File: src/rtl/as_resettable_register.sv
// Purpose : WIDTH-bit load-enabled register with synchronous, active-high reset to RESET_VALUE.
// Latency : one clock from d sampled at a rising edge to q; q is a pure register output.
// Backpres: none; en=0 simply holds the stored value, so no data is ever refused.
//
// Ports:
//   clk   - single clock; all state changes on its rising edge
//   reset - synchronous active-high reset; wins over en
//   en    - active-high load enable
//   d     - data captured bit-for-bit when en=1
//   q     - registered output

module as_resettable_register #(
    parameter int                   WIDTH       = 4,
    parameter logic [WIDTH-1:0]     RESET_VALUE = '0
) (
    input  logic             clk,
    input  logic             reset,
    input  logic             en,
    input  logic [WIDTH-1:0] d,
    output logic [WIDTH-1:0] q
);

    // No power-on value is given to q: it stays unknown until the first
    // edge that sees reset high. Reset is only sampled on the edge, so a
    // pulse that falls between two edges leaves q untouched.
    always_ff @(posedge clk) begin
        if (reset) begin
            q <= RESET_VALUE;
        end else if (en) begin
            q <= d;
        end
    end

endmodule

File: config.mk
export PLATFORM = sky130hd
export DESIGN_NAME = as_resettable_register
export DESIGN_NICKNAME = d
export VERILOG_FILES = /design/src/rtl/as_resettable_register.sv
export SDC_FILE = /design/constraint.sdc
export NUM_CORES = 1
export LEC_CHECK = 0
export CELL_PAD_IN_SITES_DETAIL_PLACEMENT = 1
export CELL_PAD_IN_SITES_GLOBAL_PLACEMENT = 1
export CORE_AREA = 10 10 47 49
export DETAILED_ROUTE_END_ITERATION = 8
export DIE_AREA = 0 0 57 59
export PLACE_DENSITY = 0.53
export SETUP_SLACK_MARGIN = 0.3
export SLEW_MARGIN = 5
export SYNTH_ARGS = -nofsm -noshare
export SYNTH_HDL_FRONTEND = slang
export SYNTH_SLANG_ARGS = --single-unit
File: constraint.sdc
create_clock -name clk -period 1.3 [get_ports clk]
set_input_delay 0.26 -clock clk [delete_from_list [all_inputs] [get_ports clk]]
set_output_delay 0.26 -clock clk [all_outputs]
set_load 0.02 [all_outputs]
---- Word-level counts from Yosys, hierarchy flattened ----
Cells that the tools add are included.
word-level totals
  output and inout port bits .............. 4
  bits of input ports ..................... 7
  word-level logic and storage cells ...... 1
  bits in registers ....................... 4

---- Depth between registers and ports, before layout ----
Gate-level depths: netlist of the first run.
  depth in word-level cells ............... 0
  depth in mapped cells ................... 3

---- Least setup slack after synthesis of the first run ----
Ideal clock, no wire load.
  kind .................................... input port to flip-flop
  start point ............................. in en
  end point ............................... reg q[0]
  path slack .............................. 562 ps
  arrival ................................. 624 ps
  library setup time ...................... 114 ps
  required time ........................... 1186 ps
  buffers on the path ..................... 1
  stages .................................. 3
  path through ............................ clkbuf_2 mux2i_1 nor2_1
RTL lines
  item                  line  RTL
  start, declared       18    input logic en,
  end signal, assigned  28    q <= RESET_VALUE;
  end signal, assigned  30    q <= d;
  end, declared         20    output logic [WIDTH-1:0] q

---- Worst setup path in the final report of the first run ----
  start point ............................. reg q[2]
  end point ............................... out q[2]
No word-level cell between the ends.

==> results of run 1 <==
[worst max path at each step]
stage | from | endpoint | slack (ns) | cells past startpoint
2_1_floorplan | en | q[0] | 0.56 | 3
4_1_cts | q[3] | q[3] | 0.31 | 1
3_3_place_gp | en | q[2] | 0.07 | 3
3_5_place_dp | en | q[3] | 0.05 | 3
6_report | q[2] | q[2] | 0.34 | 1
5_1_grt | q[3] | q[3] | 0.30 | 1
[metal layers]
layer | track usage, % | vias up | routed length [µm]
met4 | 4.03 | 0 | 0
met3 | 3.86 | 0 | 111
met2 | 2.95 | 11 | 143
li1 | - | 66 | -
met1 | 2.28 | 54 | 181
met5 | 0 | - | 0
[Yosys cell counts (all sizes together)]
library cell,n
dfxtp,4
mux2i,4
nor2,4
clkbuf,1
[logic make-up after synthesis]
logic type    Yosys count  share of synthesized area (%)
mux                     4                           28.6
flops                   4                           57.1
simple gates            4                           10.7
buf+inv                 1                           3.57
[through the flow]
stage                     area, µm²  cells  setup slack [ns]  total power, mW  util [%]
after floorplan                 140     13             0.562            0.159         -
after global placement          255     38            0.0671            0.193      18.2
after detailed placement        255     38            0.0472            0.194      18.2
after CTS                       256     41             0.307            0.345      18.3
after global routing            267     41             0.304            0.352      19.0
final                           267     41             0.343            0.337      19.0
[final cells by class]
class / count / area share [%]
Clock buffer: 3 / 8.45
Multi-Input combinational cell: 8 / 20.7
Sequential cell: 4 / 30.0
Tap cell: 16 / 7.51
Timing Repair Buffer: 10 / 33.3
[power by group]
group	internal (mW)	total (mW)	switching [mW]
registers	0.131	0.134	0.00343
clock network	0.103	0.150	0.0469
logic	0.0304	0.0526	0.0223
[timing repair]
action / 4_1_cts / 5_1_grt
gates resized for setup: 17 / 4
endpoints found under the setup margin: 6 / 4
buffers inserted: 0 / 0
cloned: 0 / 0
[layout by cell type (no fill, tap or decap), drive strengths merged]
master,n
dlygate4sd2,1
nor2,4
clkbuf,3
clkdlybuf4s50,5
buf,4
dfxtp,4
mux2i,4
==> flow_metrics.tcl, run 1 <==
set metrics [dict create \
    outcome "complete, no violations" \
    clock-root-buffer "clkbuf_4" \
    die_x_um 57 \
    num-fill-cells 168 \
    r2r_slack_ns 0.71 \
    synth.avg_cell_area_um2 10.8 \
    cpPeakStageDelay_ns 0.32 \
    drc 0 \
    slew_headroom_pct 85.3 \
    top_regs "q: 4 flops" \
    crit_path_cell_trace "buf_4" \
    seq_area_um2 80.1 \
    min_period_ns 0.957 \
    critPathBufInv 1 \
    cp-end-kind "output port" \
    reg2reg_from "q[2]" \
    core.rowCount 14 \
    seq_area_frac_synth_pct 57.1 \
    cts_buffer_depth 2 \
    yosys-top-cells-area "dfxtp_1 57%, mux2i_1 29%, nor2_1 11%" \
    max_freq_ghz 1.04 \
    p_leak_nw 0.124 \
    area.growth.synth_to_final_pct 90.2 \
    core_area_um2 1400 \
    worst_pin_slew_ns 0.220 \
    fin_tns_setup_ns 0 \
    syn-num-nets 20 \
    ff2ff_path_depth 2 \
    finalWeightedCongestion 0.604 \
    max-cap-violations 0 \
    first_pass_iters 1 \
    grt_max_degree 5 \
    cp.required_ns 1.04 \
    die-area_um2 3360 \
    largest_reg_flops 4 \
    grt_util_all_layers_pct 2.95 \
    cts_made_buffers 3 \
    setup_viol 0 \
    hold_class "reg2reg" \
    place.port_buffers 10 \
    whs_path_depth 2 \
    grt_pass1_wl_um 641 \
    insertedDiodeCount 0 \
    antenna_found_initial 0 \
    via_per_inst 3.20 \
    clock_latency_ns 0.23 \
    ios 11 \
    clk_pin_slew_ns 0.04 \
    p_per_area_nw_per_um2 1260 \
    multi_input_area_um2 55.1 \
    drt_iter0_markers 0 \
    path_delay_family "flip-flops" \
    rsz0062_at_grt "false" \
    hold_slack_ns 0.491 \
    fin_crit_sh_pct 73.6 \
    min_to "q[1]" \
    nNetsFinal 34 \
    fin_skew_ns 0 \
    cts.sinks 4 \
    cts_tree "yes" \
    hp-start "q[1]" \
    netlist_instances 13 \
    hold_viol 0 \
    wl_um 436 \
    cp_max_fo 2 \
    syn_area_um2 140 \
    initial_core_util_pct 10.0 \
    htreeDepth 1 \
    die_y_um 59 \
    drive_above_1_share_pct 28.0 \
    grt_overflow 0 \
    vias 131 \
    vdd_drop_max_uv 207 \
    yosysUniqueCellTypes 4 \
    synth_top_area_share_pct 57.1 \
    cts_hold_buf 0 \
    start_kind "flip-flop" \
    first_global_vias 154 \
    antenna_left 0 \
    yosys.area.top_type "dfxtp_1" \
    reg2reg_to "q[2]" \
    synth-seq-cells 4 \
    path_class "reg2out" \
    slew_viol_final 0 \
    crit_slowest_cell "dfxtp_1" \
    arrival_ns 0.70 \
    avgRoutedWirePerCell_um 10.6 \
    regMostFlops "q" \
    ys_warn_count 0 \
]
(Power assumes the default switching activity.)
==> inputs of run 2 (changes only) <==
--- a/config.mk
+++ b/config.mk
@@ -10,7 +10,7 @@
 export CORE_AREA = 10 10 47 49
 export DETAILED_ROUTE_END_ITERATION = 8
 export DIE_AREA = 0 0 57 59
-export PLACE_DENSITY = 0.53
+export PLACE_DENSITY = 0.54
 export SETUP_SLACK_MARGIN = 0.3
 export SLEW_MARGIN = 5
 export SYNTH_ARGS = -nofsm -noshare
==> constraint.sdc (replaced) <==
create_clock -name clk -period 0.8 [get_ports clk]
set_input_delay 0.16 -clock clk [delete_from_list [all_inputs] [get_ports clk]]
set_output_delay 0.16 -clock clk [all_outputs]
set_load 0.02 [all_outputs]
==> run 2 against run 1 <==
Compared with the run above:
- flip-flop and latch count stayed put
- combinational power is 85% higher
- setup slack worse by 0.39 ns
- critical path depth stayed put
- die area stayed put
- sequential share of layout area is 2.2 points lower
- power is 68% higher
- routed wire length is 18% higher
- the run now ends with setup timing left
- non-clock buffer count is 2 higher
- largest cell class unchanged
- cell count is 4.9% higher
- count of clock-buffer cells in the layout stayed put
- design area is 15% higher
==> flow_metrics.tcl, run 2 (synthesized netlist as in run 1, its figures left out) <==
set metrics [dict create \
    outcome "complete, but fails checks" \
    violations "setup timing" \
    path_class "reg2out" \
    start_kind "flip-flop" \
    clock-root-buffer "clkbuf_4" \
    min_to "q[2]" \
    hold_viol 0 \
    area.growth.synth_to_final_pct 118 \
    path_delay_family "flip-flops" \
    cts_tree "yes" \
    reg2reg_from "q[2]" \
    crit_path_cell_trace "buf_6" \
    grt_util_all_layers_pct 3.54 \
    switchingPower_mw 0.125 \
    die_y_um 59 \
    initial_core_util_pct 10.0 \
    regMostFlops "q" \
    critPathBufInv 1 \
    final_common_cell "buf_6" \
    whs_path_depth 3 \
    hold_slack_ns 0.293 \
    die-area_um2 3360 \
    grt_overflow 0 \
    hold_class "in2reg" \
    cp_max_fo 2 \
    finalWeightedCongestion 0.688 \
    nNetsFinal 36 \
    worst_pin_slew_ns 0.132 \
    max-cap-violations 0 \
    drt_iter0_markers 4 \
    htreeDepth 1 \
    slew_viol_final 0 \
    rsz0062_at_grt "true" \
    power_mw 0.567 \
    vias 142 \
    antenna_found_initial 0 \
    p_seq_share_pct 39.5 \
    dpl.hpwl_um 414 \
    fin_util_pct 21.8 \
    clk_pin_slew_ns 0.04 \
    hp-start "d[2]" \
    avgRoutedWirePerCell_um 11.9 \
    via_per_inst 3.30 \
    die_x_um 57 \
    top_regs "q: 4 flops" \
    cp-end-kind "output port" \
    wl_um 513 \
    slew_headroom_pct 90.9 \
    p_per_area_nw_per_um2 1860 \
    core_area_um2 1400 \
    cts.sinks 4 \
    switching_share_pct 22.1 \
    ios 11 \
    insertedDiodeCount 0 \
    cts_buffer_depth 2 \
    most-common-layout-cells "6 x buf_6, 5 x dlygate4sd2_1, 4 x mux2i_1, 4 x nor2_1, 4 x dfxtp_2" \
    place.port_buffers 10 \
    min_period_ns 0.843 \
    arrival_ns 0.68 \
    grt_pass1_wl_um 807 \
    vdd_drop_max_uv 387 \
    grt_max_degree 5 \
    largest_reg_flops 4 \
    cpPeakStageDelay_ns 0.33 \
    antenna_left 0 \
    worst_slack_ns -0.0428 \
    crit_slowest_cell "dfxtp_2" \
    cts_hold_buf 0 \
    max_freq_ghz 1.19 \
    core.rowCount 14 \
    first_global_vias 175 \
    setup_viol 4 \
    drc 0 \
    clock_latency_ns 0.23 \
    power_frac_comb_pct 17.2 \
    p_leak_nw 0.147 \
    placed_cell_area_um2 260 \
    reg2reg_to "q[2]" \
    r2r_slack_ns 0.08 \
    first_pass_iters 3 \
    final_area_um2 305 \
    fin_crit_sh_pct 105 \
    cp.required_ns 0.64 \
    cts_made_buffers 3 \
    power_frac_clock_pct 43.3 \
    ff2ff_path_depth 3 \
    drive_above_1_share_pct 51.9 \
    p_int_mw 0.441 \
    fin_skew_ns 0 \
    num-fill-cells 166 \
    post-place-ws_ns -0.372 \
]
run 2: cell count changes in the layout (fill, tap and decap cells not counted), sizes merged:
cell,previous run,this run
buf,4,6
clkdlybuf4s15,0,1
clkdlybuf4s50,5,0
dlygate4sd2,1,5
run 2: per-stage QoR:
step	cells	setup TNS, ns
final	43	-0.135
after global routing	43	-0.233
after CTS	41	-0.169
after detailed placement	38	-2.55
after global placement	38	-2.40
after floorplan	13	0
run 2: area by class of cell:
| type | instances | area, µm² | area share (%) |
|---|---|---|---|
| tap | 16 | 20.0 | 6.56 |
| sequential | 4 | 85.1 | 27.9 |
| timing repair buffer | 12 | 123 | 40.2 |
| clock buffer | 3 | 22.5 | 7.38 |
| multi-input combinational | 8 | 55.1 | 18.0 |
run 2: metal layers:
| metal | GRT usage (%) | up-vias | wire [µm] |
|---|---|---|---|
| li1 | - | 70 | - |
| met1 | 3.20 | 61 | 250 |
| met2 | 4.19 | 11 | 187 |
| met3 | 3.43 | 0 | 75 |
| met4 | 4.03 | 0 | 0 |
| met5 | 0 | - | 0 |
run 2: power groups by stage:
stage,clock [mW],combinational [mW],sequential (mW)
CTS,0.262,0.0880,0.223
detailed placement,0,0.0949,0.224
global placement,0,0.0934,0.223
floorplan,0,0.0260,0.238
global route,0.271,0.105,0.225
finish,0.245,0.0973,0.224
run 2: worst max-delay path by stage:
stage | from | to | slack, ns | cells after the start
after floorplan | q[0] | q[0] | 0.19 | 2
after global placement | en | q[0] | -0.34 | 3
after detailed placement | en | q[3] | -0.37 | 3
after CTS | q[0] | q[0] | -0.04 | 1
after global routing | q[1] | q[1] | -0.07 | 1
final | q[2] | q[2] | -0.04 | 1
run 2: repair_timing:
action / 4_1_cts / 5_1_grt
endpoints found under the setup margin: 8 / 8
pin swaps: 3 / 3
gates cloned: 0 / 0
resized for setup: 32 / 2
buffers inserted: 0 / 2
==> inputs of run 3 (changes only) <==
--- a/config.mk
+++ b/config.mk
@@ -10,6 +10,7 @@
 export CORE_AREA = 10 10 47 49
 export DETAILED_ROUTE_END_ITERATION = 8
 export DIE_AREA = 0 0 57 59
+export GPL_TIMING_DRIVEN = 0
 export PLACE_DENSITY = 0.54
 export SETUP_SLACK_MARGIN = 0.3
 export SLEW_MARGIN = 5
==> run 3 against run 2 <==
Compared with the run above:
- the run still ends with setup timing left
- first-iteration DRC count is 100% lower
- hold slack worse by 0.069 ns
- setup slack better by 0.011 ns
- cell count is 2.3% lower
- die area stayed put
- design area is 4.1% lower
- register-to-register slack hardly changed
- count of clock-buffer cells in the layout stayed put
- global-route usage is 0.16 points lower
- sequential share of layout area is 1.2 points higher
- clock power hardly changed
- combinational power is 6.4% lower
- largest cell class unchanged
==> flow_metrics.tcl, run 3 (synthesized netlist as in run 1, its figures left out) <==
set metrics [dict create \
    arrival_ns 0.67 \
    final_area_um2 293 \
    fin_crit_sh_pct 104 \
    vias 144 \
    cpPeakStageDelay_ns 0.32 \
    outcome "complete, but fails checks" \
    grt_pass1_wl_um 717 \
    reg2reg_from "q[0]" \
    r2r_slack_ns 0.09 \
    die-area_um2 3360 \
    power_mw 0.561 \
    worst_pin_slew_ns 0.135 \
    via_per_inst 3.43 \
    slew_viol_final 0 \
    worst_slack_ns -0.0318 \
    drc 0 \
    area.growth.synth_to_final_pct 109 \
    hp-start "en" \
    cts_made_buffers 3 \
    max-cap-violations 0 \
    crit_slowest_cell "dfxtp_2" \
    start_kind "flip-flop" \
    cp_max_fo 2 \
    drt_iter0_markers 0 \
    cts_tree "yes" \
    cts_hold_buf 0 \
    cp.required_ns 0.64 \
    rsz0062_at_grt "true" \
    dp_cells 38 \
    die_x_um 57 \
    m1WireLength_um 216 \
    avgRoutedWirePerCell_um 11.0 \
    clk_pin_slew_ns 0.04 \
    multi_input_area_um2 55.1 \
    placed_cell_area_um2 264 \
    final_cells 42 \
    whs_path_depth 3 \
    regMostFlops "q" \
    top_layer "met4" \
    fin_tns_setup_ns -0.119 \
    p_per_area_nw_per_um2 1920 \
    insertedDiodeCount 0 \
    reg2reg_to "q[0]" \
    slew_headroom_pct 90.7 \
    clock_latency_ns 0.23 \
    crit_path_cell_trace "buf_6" \
    htreeDepth 1 \
    core.rowCount 14 \
    clock-root-buffer "clkbuf_4" \
    vdd_drop_max_uv 442 \
    min_period_ns 0.832 \
    wl_um 461 \
    setup_viol 4 \
    first_pass_iters 1 \
    top_regs "q: 4 flops" \
    cts_buffer_depth 2 \
    cts.sinks 4 \
    largest_reg_flops 4 \
    ios 11 \
    drive_above_1_share_pct 50.0 \
    place.port_buffers 9 \
    num-fill-cells 170 \
    most-common-layout-cells "5 x dlygate4sd2_1, 4 x mux2i_1, 4 x nor2_1, 4 x buf_6, 4 x dfxtp_2" \
    critPathBufInv 1 \
    antenna_found_initial 0 \
    cp-end-kind "output port" \
    grt_util_all_layers_pct 3.38 \
    grt_max_degree 5 \
    initial_core_util_pct 10.0 \
    violations "setup timing" \
    ff2ff_path_depth 3 \
    antenna_left 0 \
    wl_met2_um 119 \
    first_global_vias 147 \
    die_y_um 59 \
    hold_viol 0 \
    nNetsFinal 35 \
    path_delay_family "flip-flops" \
    grt_overflow 0 \
    path_class "reg2out" \
    final_common_cell "dlygate4sd2_1" \
    max_freq_ghz 1.20 \
    fin_skew_ns 0 \
    met3_length_um 93 \
    seq_area_um2 85.1 \
    hold_class "in2reg" \
    finalWeightedCongestion 0.664 \
    min_to "q[0]" \
    p_leak_nw 0.142 \
    core_area_um2 1400 \
]
run 3: cell types whose count changed in the layout (fill, tap and decap cells not counted), sizes merged:
cell,before,now
buf,6,5
clkbuf,3,4
clkdlybuf4s15,1,0
run 3: power breakdown:
part / switching, mW / total [mW] / leakage, nW / internal (mW)
Clock: 0.0798 / 0.247 / 0.0138 / 0.168
Sequential: 0.00777 / 0.223 / 0.0344 / 0.215
Combinational: 0.0370 / 0.0911 / 0.0941 / 0.0541
Total: 0.125 / 0.561 / 0.142 / 0.437
run 3: layout make-up:
type,count,area share [%]
timing repair buffer,10,32.9
sequential,4,29.1
clock buffer,3,7.69
multi-input combinational,8,18.8
buffer,1,4.70
tap,16,6.84
run 3: per-stage QoR:
step	util, %	hold slack (ns)	setup WS, ns
after global routing	20.9	0.241	-0.0554
after CTS	20.4	0.222	-0.0444
after floorplan	-	0.225	0.190
after global placement	18.8	0.460	-0.269
final	20.9	0.224	-0.0318
after detailed placement	18.8	0.467	-0.276
run 3: metal layers:
metal / up-vias / track usage, %
li1: 68 / -
met1: 59 / 2.86
met2: 13 / 3.10
met3: 4 / 3.43
met4: 0 / 6.04
met5: - / 0
run 3: worst min-delay path, stage by stage:
cell and delay [ns]:
clkbuf_8 0.12, mux2i_1 0.07, nor2_1 0.07
run 3: worst max-delay path by stage:
stage          from   end  depth (start not counted)
3_5_place_dp   q[0]  q[0]                          1
4_1_cts        q[0]  q[0]                          1
2_1_floorplan  q[0]  q[0]                          2
5_1_grt        q[3]  q[3]                          1
3_3_place_gp   q[0]  q[0]                          1
6_report       q[0]  q[0]                          1
run 3: repair_timing:
| action | CTS | global route |
|---|---|---|
| gates resized for setup | 29 | 0 |
| setup buffers | 0 | 1 |
| setup endpoints to repair | 8 | 8 |
| pin swaps | 3 | 3 |
